--- src/rtl/pwm_pkg.sv ---
// Shared definitions for the PWM ramp scheduler: defaults, FSM states, step helper.
package pwm_pkg;

   localparam int unsigned PeriodDefault = 100;
   localparam int unsigned DwDefault     = 8;

   typedef enum logic [1:0] {StIdle, StRamp, StDone} state_e;

   // One saturating step of cur toward tgt. The result never passes tgt, so it
   // cannot overshoot, wrap or underflow.
   function automatic logic [31:0] sat_step(input logic [31:0] cur,
                                            input logic [31:0] tgt,
                                            input logic [31:0] step);
      logic [31:0] res;
      if (cur < tgt) begin
         res = ((tgt - cur) <= step) ? tgt : cur + step;
      end else if (cur > tgt) begin
         res = ((cur - tgt) <= step) ? tgt : cur - step;
      end else begin
         res = cur;
      end
      return res;
   endfunction

endpackage

--- src/rtl/pwm_ramp_scheduler_if.sv ---
// Per-channel ramp command bus: valid/ready handshake with packed target and step.
interface pwm_ramp_scheduler_if
   import pwm_pkg::*;
#(
   parameter int unsigned NCH = 4,
   parameter int unsigned DW  = DwDefault
);

   logic [NCH-1:0]    req_valid;
   logic [NCH-1:0]    req_ready;
   logic [NCH*DW-1:0] req_target;
   logic [NCH*DW-1:0] req_step;

   modport master (output req_valid, output req_target, output req_step, input req_ready);
   modport slave  (input req_valid, input req_target, input req_step, output req_ready);

endinterface

--- src/rtl/rr_arbiter.sv ---
// Combinational round-robin arbiter: first request at or above ptr_i, wrapping.
module rr_arbiter #(
   parameter int unsigned NCH  = 4,
   parameter int unsigned IdxW = (NCH > 1) ? $clog2(NCH) : 1
) (
   input  logic [NCH-1:0]  req_i,
   input  logic [IdxW-1:0] ptr_i,
   output logic [NCH-1:0]  gnt_o,
   output logic [IdxW-1:0] idx_o
);

   // Scan upward from the pointer and take the first asserted request
   always_comb begin
      logic            found;
      logic [IdxW-1:0] c;
      gnt_o = '0;
      idx_o = '0;
      found = 1'b0;
      c     = '0;
      for (int unsigned k = 0; k < NCH; k++) begin
         c = IdxW'((32'(ptr_i) + k) % NCH);
         if (!found && req_i[c]) begin
            found    = 1'b1;
            gnt_o[c] = 1'b1;
            idx_o    = c;
         end
      end
   end

endmodule

--- src/rtl/pwm_ramp_scheduler.sv ---
// Shared duty-cycle ramp engine: arbitrates ramp commands and steps one channel's
// duty toward its target once per PWM period.
module pwm_ramp_scheduler
   import pwm_pkg::*;
#(
   parameter int unsigned NCH    = 4,
   parameter int unsigned DW     = DwDefault,
   parameter int unsigned PERIOD = PeriodDefault
) (
   input  logic                 clk,
   input  logic                 reset,
   input  logic                 period_tick_i,
   pwm_ramp_scheduler_if.slave  req,
   output logic [NCH*DW-1:0]    duty_o,
   output logic [NCH-1:0]       done_o,
   output logic                 busy_o
);

   localparam int unsigned IdxW = (NCH > 1) ? $clog2(NCH) : 1;

   state_e          state_q;
   logic [IdxW-1:0] ch_q;
   logic [IdxW-1:0] rr_ptr_q;
   logic [DW-1:0]   tgt_q;
   logic [DW-1:0]   step_q;
   logic [DW-1:0]   duty_q [NCH];
   logic [NCH-1:0]  done_q;

   logic [NCH-1:0]  gnt;
   logic [IdxW-1:0] gnt_idx;
   logic [DW-1:0]   raw_tgt;
   logic [DW-1:0]   raw_step;
   logic [DW-1:0]   cap_tgt;
   logic [DW-1:0]   cap_step;
   logic [DW-1:0]   next_duty;

   rr_arbiter #(
      .NCH  (NCH),
      .IdxW (IdxW)
   ) u_arb (
      .req_i (req.req_valid),
      .ptr_i (rr_ptr_q),
      .gnt_o (gnt),
      .idx_o (gnt_idx)
   );

   // Ready mirrors the arbiter grant, but only while idle and out of reset
   always_comb begin
      req.req_ready = (state_q == StIdle && !reset) ? gnt : '0;
   end

   // Normalise the granted command and compute the next ramp value
   always_comb begin
      raw_tgt   = req.req_target[32'(gnt_idx)*DW +: DW];
      raw_step  = req.req_step[32'(gnt_idx)*DW +: DW];
      cap_tgt   = (32'(raw_tgt) > PERIOD) ? DW'(PERIOD) : raw_tgt;
      cap_step  = (raw_step == '0) ? DW'(1) : raw_step;
      next_duty = DW'(sat_step(32'(duty_q[ch_q]), 32'(tgt_q), 32'(step_q)));
   end

   // Engine FSM with capture registers, duty array and done pulses
   always_ff @(posedge clk) begin
      if (reset) begin
         state_q  <= StIdle;
         ch_q     <= '0;
         rr_ptr_q <= '0;
         tgt_q    <= '0;
         step_q   <= '0;
         done_q   <= '0;
         for (int i = 0; i < NCH; i++) begin
            duty_q[i] <= '0;
         end
      end else begin
         done_q <= '0;
         unique case (state_q)
            StIdle: begin
               if (|gnt) begin
                  ch_q    <= gnt_idx;
                  tgt_q   <= cap_tgt;
                  step_q  <= cap_step;
                  state_q <= (cap_tgt == duty_q[gnt_idx]) ? StDone : StRamp;
               end
            end
            StRamp: begin
               // A tick on the capture edge was sampled in StIdle and is ignored
               if (period_tick_i) begin
                  duty_q[ch_q] <= next_duty;
                  if (next_duty == tgt_q) begin
                     state_q <= StDone;
                  end
               end
            end
            StDone: begin
               done_q[ch_q] <= 1'b1;
               rr_ptr_q     <= (32'(ch_q) == NCH - 1) ? '0 : ch_q + 1'b1;
               state_q      <= StIdle;
            end
            default: state_q <= StIdle;
         endcase
      end
   end

   // Pack duty registers and drive status outputs
   always_comb begin
      for (int i = 0; i < NCH; i++) begin
         duty_o[i*DW +: DW] = duty_q[i];
      end
      done_o = done_q;
      busy_o = (state_q != StIdle);
   end

endmodule

--- src/flat_wrapper.sv ---
// flat-port wrapper written by rule: the top's interface ports become plain ports
module pwm_ramp_scheduler_flat import pwm_pkg::*;
#(
   parameter int unsigned NCH    = 4,
   parameter int unsigned DW     = DwDefault,
   parameter int unsigned PERIOD = PeriodDefault
)
  (clk, reset, period_tick_i, duty_o, done_o, busy_o, req_req_valid, req_req_target, req_req_step, req_req_ready);
  pwm_ramp_scheduler_if #(.NCH(NCH), .DW(DW)) req_i ();
  input  logic clk;
  input  logic reset;
  input  logic period_tick_i;
  output logic [NCH*DW-1:0] duty_o;
  output logic [NCH-1:0] done_o;
  output logic busy_o;
  input wire logic [$bits(req_i.req_valid)-1:0] req_req_valid;
  input wire logic [$bits(req_i.req_target)-1:0] req_req_target;
  input wire logic [$bits(req_i.req_step)-1:0] req_req_step;
  output wire logic [$bits(req_i.req_ready)-1:0] req_req_ready;
  assign req_i.req_valid = req_req_valid;
  assign req_i.req_target = req_req_target;
  assign req_i.req_step = req_req_step;
  assign req_req_ready = req_i.req_ready;
  pwm_ramp_scheduler #(.NCH(NCH), .DW(DW), .PERIOD(PERIOD)) u_core (.clk(clk), .reset(reset), .period_tick_i(period_tick_i), .req(req_i), .duty_o(duty_o), .done_o(done_o), .busy_o(busy_o));
endmodule
--- config.mk ---
export PLATFORM = sky130hd
export DESIGN_NAME = pwm_ramp_scheduler_flat
export DESIGN_NICKNAME = d
export VERILOG_FILES = /design/src/rtl/pwm_pkg.sv /design/src/rtl/pwm_ramp_scheduler_if.sv /design/src/rtl/rr_arbiter.sv /design/src/rtl/pwm_ramp_scheduler.sv /design/src/flat_wrapper.sv
export SDC_FILE = /design/constraint.sdc
export NUM_CORES = 1
export LEC_CHECK = 0
export BUFFER_PORTS_ARGS = -buffer_cell sky130_fd_sc_hd__buf_2
export CAP_MARGIN = 20
export CORE_MARGIN = 5
export CORE_UTILIZATION = 60
export CTS_CLUSTER_DIAMETER = 60
export DETAILED_ROUTE_END_ITERATION = 8
export PLACE_DENSITY_LB_ADDON = 0.2
export SLEW_MARGIN = 40
export SYNTH_ARGS = -nofsm -noshare
export SYNTH_HDL_FRONTEND = slang
export SYNTH_HIERARCHICAL = 1
export SYNTH_SLANG_ARGS = --single-unit
export TNS_END_PERCENT = 20
--- constraint.sdc ---
create_clock -name clk -period 13 [get_ports clk]
set_input_delay 1.3 -clock clk [delete_from_list [all_inputs] [get_ports clk]]
set_output_delay 1.3 -clock clk [all_outputs]
set_load 0.05 [all_outputs]
==> metrics.txt <==
status=complete, no violations; Post-Layout Cell Count=911; P_int=517 uW; first-pass GRT wire length=30.4 mm; grt ovf=0; global placer's final weighted congestion=0.997; hold depth=2; NumNets Final=901; Core ar.=0.0102 sq mm; CTS tree=built; DRC=0; post-CTS setup buffers=0; Worst-Margin Slew=0.814 ns; predominant post-synthesis flop cell=edfxtp_1; Worst IR Drop VDD=0.106 mV; FF-to-FF setup slack=7.39 ns; Initial Utilization=0.607; IO Count=112; Vias/cell=6.47; commonest non-fill, non-tap cell in the layout=buf_2; Syn-to-layout area delta=12.3%; post-synth top area share=0.155; proportion of layout cells with a drive suffix above 1=0.246; relative slew slack=0.455; pre-CTS setup slack=7.51 ns; clk sink count=60; antenna-violating nets left=0; Worst Path Required=13.08 ns; Leakage=0.00281 uW; Reg area=0.00152 sq mm; R2R Path End=u_core/duty_q[3][7]; Buffers on Ports=111; Post-Route Utilization=0.682; sequential share of power=0.239; period utilization=0.432; cells taking the most area after synthesis=edfxtp_1 (16%), ha_1 (11%), mux4_2 (11%), dfxtp_1 (9.1%), nor2_1 (4.6%); crit start category=register; NetSw=474 uW; Async S/R FF share, synth=0; CTS clk-pin slew, worst paths=0.07 ns; Seq cells post-synth=60; Initial DRC Count=568; power per cell area=143 mW/mm^2; Root Driver=clkbuf_8; fillers=863; Die Footprint=0.0124 sq mm; H-tree lvl count=3; Final Max Tran Viols=0; WP data arrival=5.69 ns; Cell Rows=37; maximum clock insertion buffer count=2; Critical Path End Type=register; met1 Use GR=0.380; number of synthesized flops with an enable pin=32; via count=5891; Syn. warnings=6; total CTS buffers=9; post-synthesis cell type count=83; Clk Latency, worst-skew pair=0.35 ns; CP max FO=19; most frequent cells in the layout=buf_2 (111), nor2_1 (74), ha_1 (56), a21oi_1 (48), nand2_1 (47); switching share of power=0.478; Hold Path Class=register to register; Setup TNS Final=0 ns; post-synthesis cell count=681; met3 usage=0.0576; CP Class=register to register; max-cap violation count=0; Hold Startpoint=u_core/step_q[6]; wire per inst=20.9 um; clk_skew=0.00987 ns; largest net degree at the start of global routing=26; Post-Syn Nets=812; die span in y=112 um; Clk pwr share=0.148; Tmin final=5.61 ns; vias in the first global route=5956; Worst R2R Path Depth=19; final wirelength=19.1 mm; layer with the highest usage=met2; router iterations before antenna repair=5; Gate power share=0.613; Final Hold Vio Count=0; footprint of the multi-input gates=0.00430 sq mm; gr usage total=0.304; register area share after synthesis=0.246; Post-Syn Area=0.00618 sq mm; Resize count post-CTS=0; Tot Pwr=991 uW; Synth area leader=edfxtp_1; DIE WIDTH=112 um; initial antenna violation count=0; cts hold-fix bufs=0; placed cells=894; max frequency=178 MHz; WHS Endpoint=u_core/step_q[6]; Final WS setup=7.39 ns; RSZ-0062 raised after global routing=no; # setup viols final=0; dpl hpwl=14.9 mm; synthesized area per cell=9.08 sq um; GR Util met2=0.517; n_diodes=0
cell type report:
type	count	share of cell area
clock buffers	10	0.0184
clock inverters	6	0.00595
inverters	48	0.0260
multi-input cells	534	0.619
flip-flops and latches	60	0.219
well taps	136	0.0245
repair buffers	117	0.0870
kinds of logic after synthesis:
| group | after synthesis | synth area share |
|---|---|---|
| buf+inv | 87 | 0.0640 |
| fa+ha+maj | 60 | 0.126 |
| simple gates | 219 | 0.176 |
| flops | 60 | 0.246 |
| mux | 52 | 0.154 |
| compound gates | 179 | 0.198 |
| xor+xnor | 24 | 0.0352 |
power groups by stage:
stage / clock [uW] / combinational [uW] / sequential [uW]
finish: 147 / 607 / 237
global route: 159 / 662 / 238
CTS: 150 / 594 / 236
detailed placement: 0 / 592 / 240
global placement: 0 / 582 / 240
floorplan: 0 / 437 / 255
Yosys cell counts, types with 6 or more instances:
library cell / count
o21a_1: 8
mux4_2: 31
a22oi_1: 11
a31oi_1: 6
clkbuf_1: 16
nor3b_1: 6
xnor2_1: 14
o22ai_1: 6
a21o_1: 10
xor2_1: 9
and2_1: 10
nor3_1: 14
nand2b_1: 6
a211oi_1: 7
nor2_1: 76
nor2b_1: 7
nand2_1: 47
or3_1: 6
dfxtp_1: 28
a21oi_1: 48
nand4_1: 8
mux2i_1: 14
inv_1: 46
ha_1: 56
o21ai_0: 16
o211ai_1: 8
nand3_1: 14
buf_2: 13
edfxtp_1: 32
o21ai_1: 12
worst max-delay path: stages (launching register included):
cell and delay, ns:
dfxtp_1 0.65, mux2_4 0.35, o21ai_0 0.56, ha_1 0.27
inv_1 0.06, fa_1 0.41, a21o_1 0.19, a21oi_2 0.23
o21bai_1 0.10, a21oi_1 0.18, xnor2_1 0.09, ha_1 0.30
nand4_1 0.10, nor2_1 0.16, a21oi_1 0.11, nor3_4 0.71
mux2i_1 0.26, o21ai_1 0.08, o21ai_1 0.42, nor2_1 0.10
metrics by stage:
step | area [sq um] | hold WS (ns)
after detailed placement | 6760 | 0.495
after global placement | 6760 | 0.489
after CTS | 6930 | 0.502
final | 6940 | 0.499
after global routing | 6940 | 0.521
after floorplan | 6180 | 0.454
per-layer routing:
layer | vias up | part of all wire
met2 | 343 | 0.48
met4 | 0 | 0.035
met1 | 2787 | 0.39
li1 | 2707 | -
met5 | - | 0
met3 | 54 | 0.096
flip-flops by register name, indices dropped and copies added, names as in the netlist, named ones only:
register         count
u_core/state_q       2
u_core/done_o        4
u_core/rr_ptr_q      2
u_core/step_q        8
u_core/tgt_q         8
u_core/duty_q       32
u_core/ch_q          2
how the worst max path moves through the flow:
stage                                endpoint  slack, ns  cells after the start
after floorplan             u_core/state_q[1]       8.32                     20
after global placement    u_core/duty_q[2][7]       7.65                     19
after detailed placement    u_core/state_q[1]       7.51                     13
after CTS                 u_core/duty_q[0][6]       7.52                     20
after global routing      u_core/duty_q[3][7]       7.01                     19
final                     u_core/duty_q[3][7]       7.39                     19
Note: power is estimated with default switching activity, not from simulation.
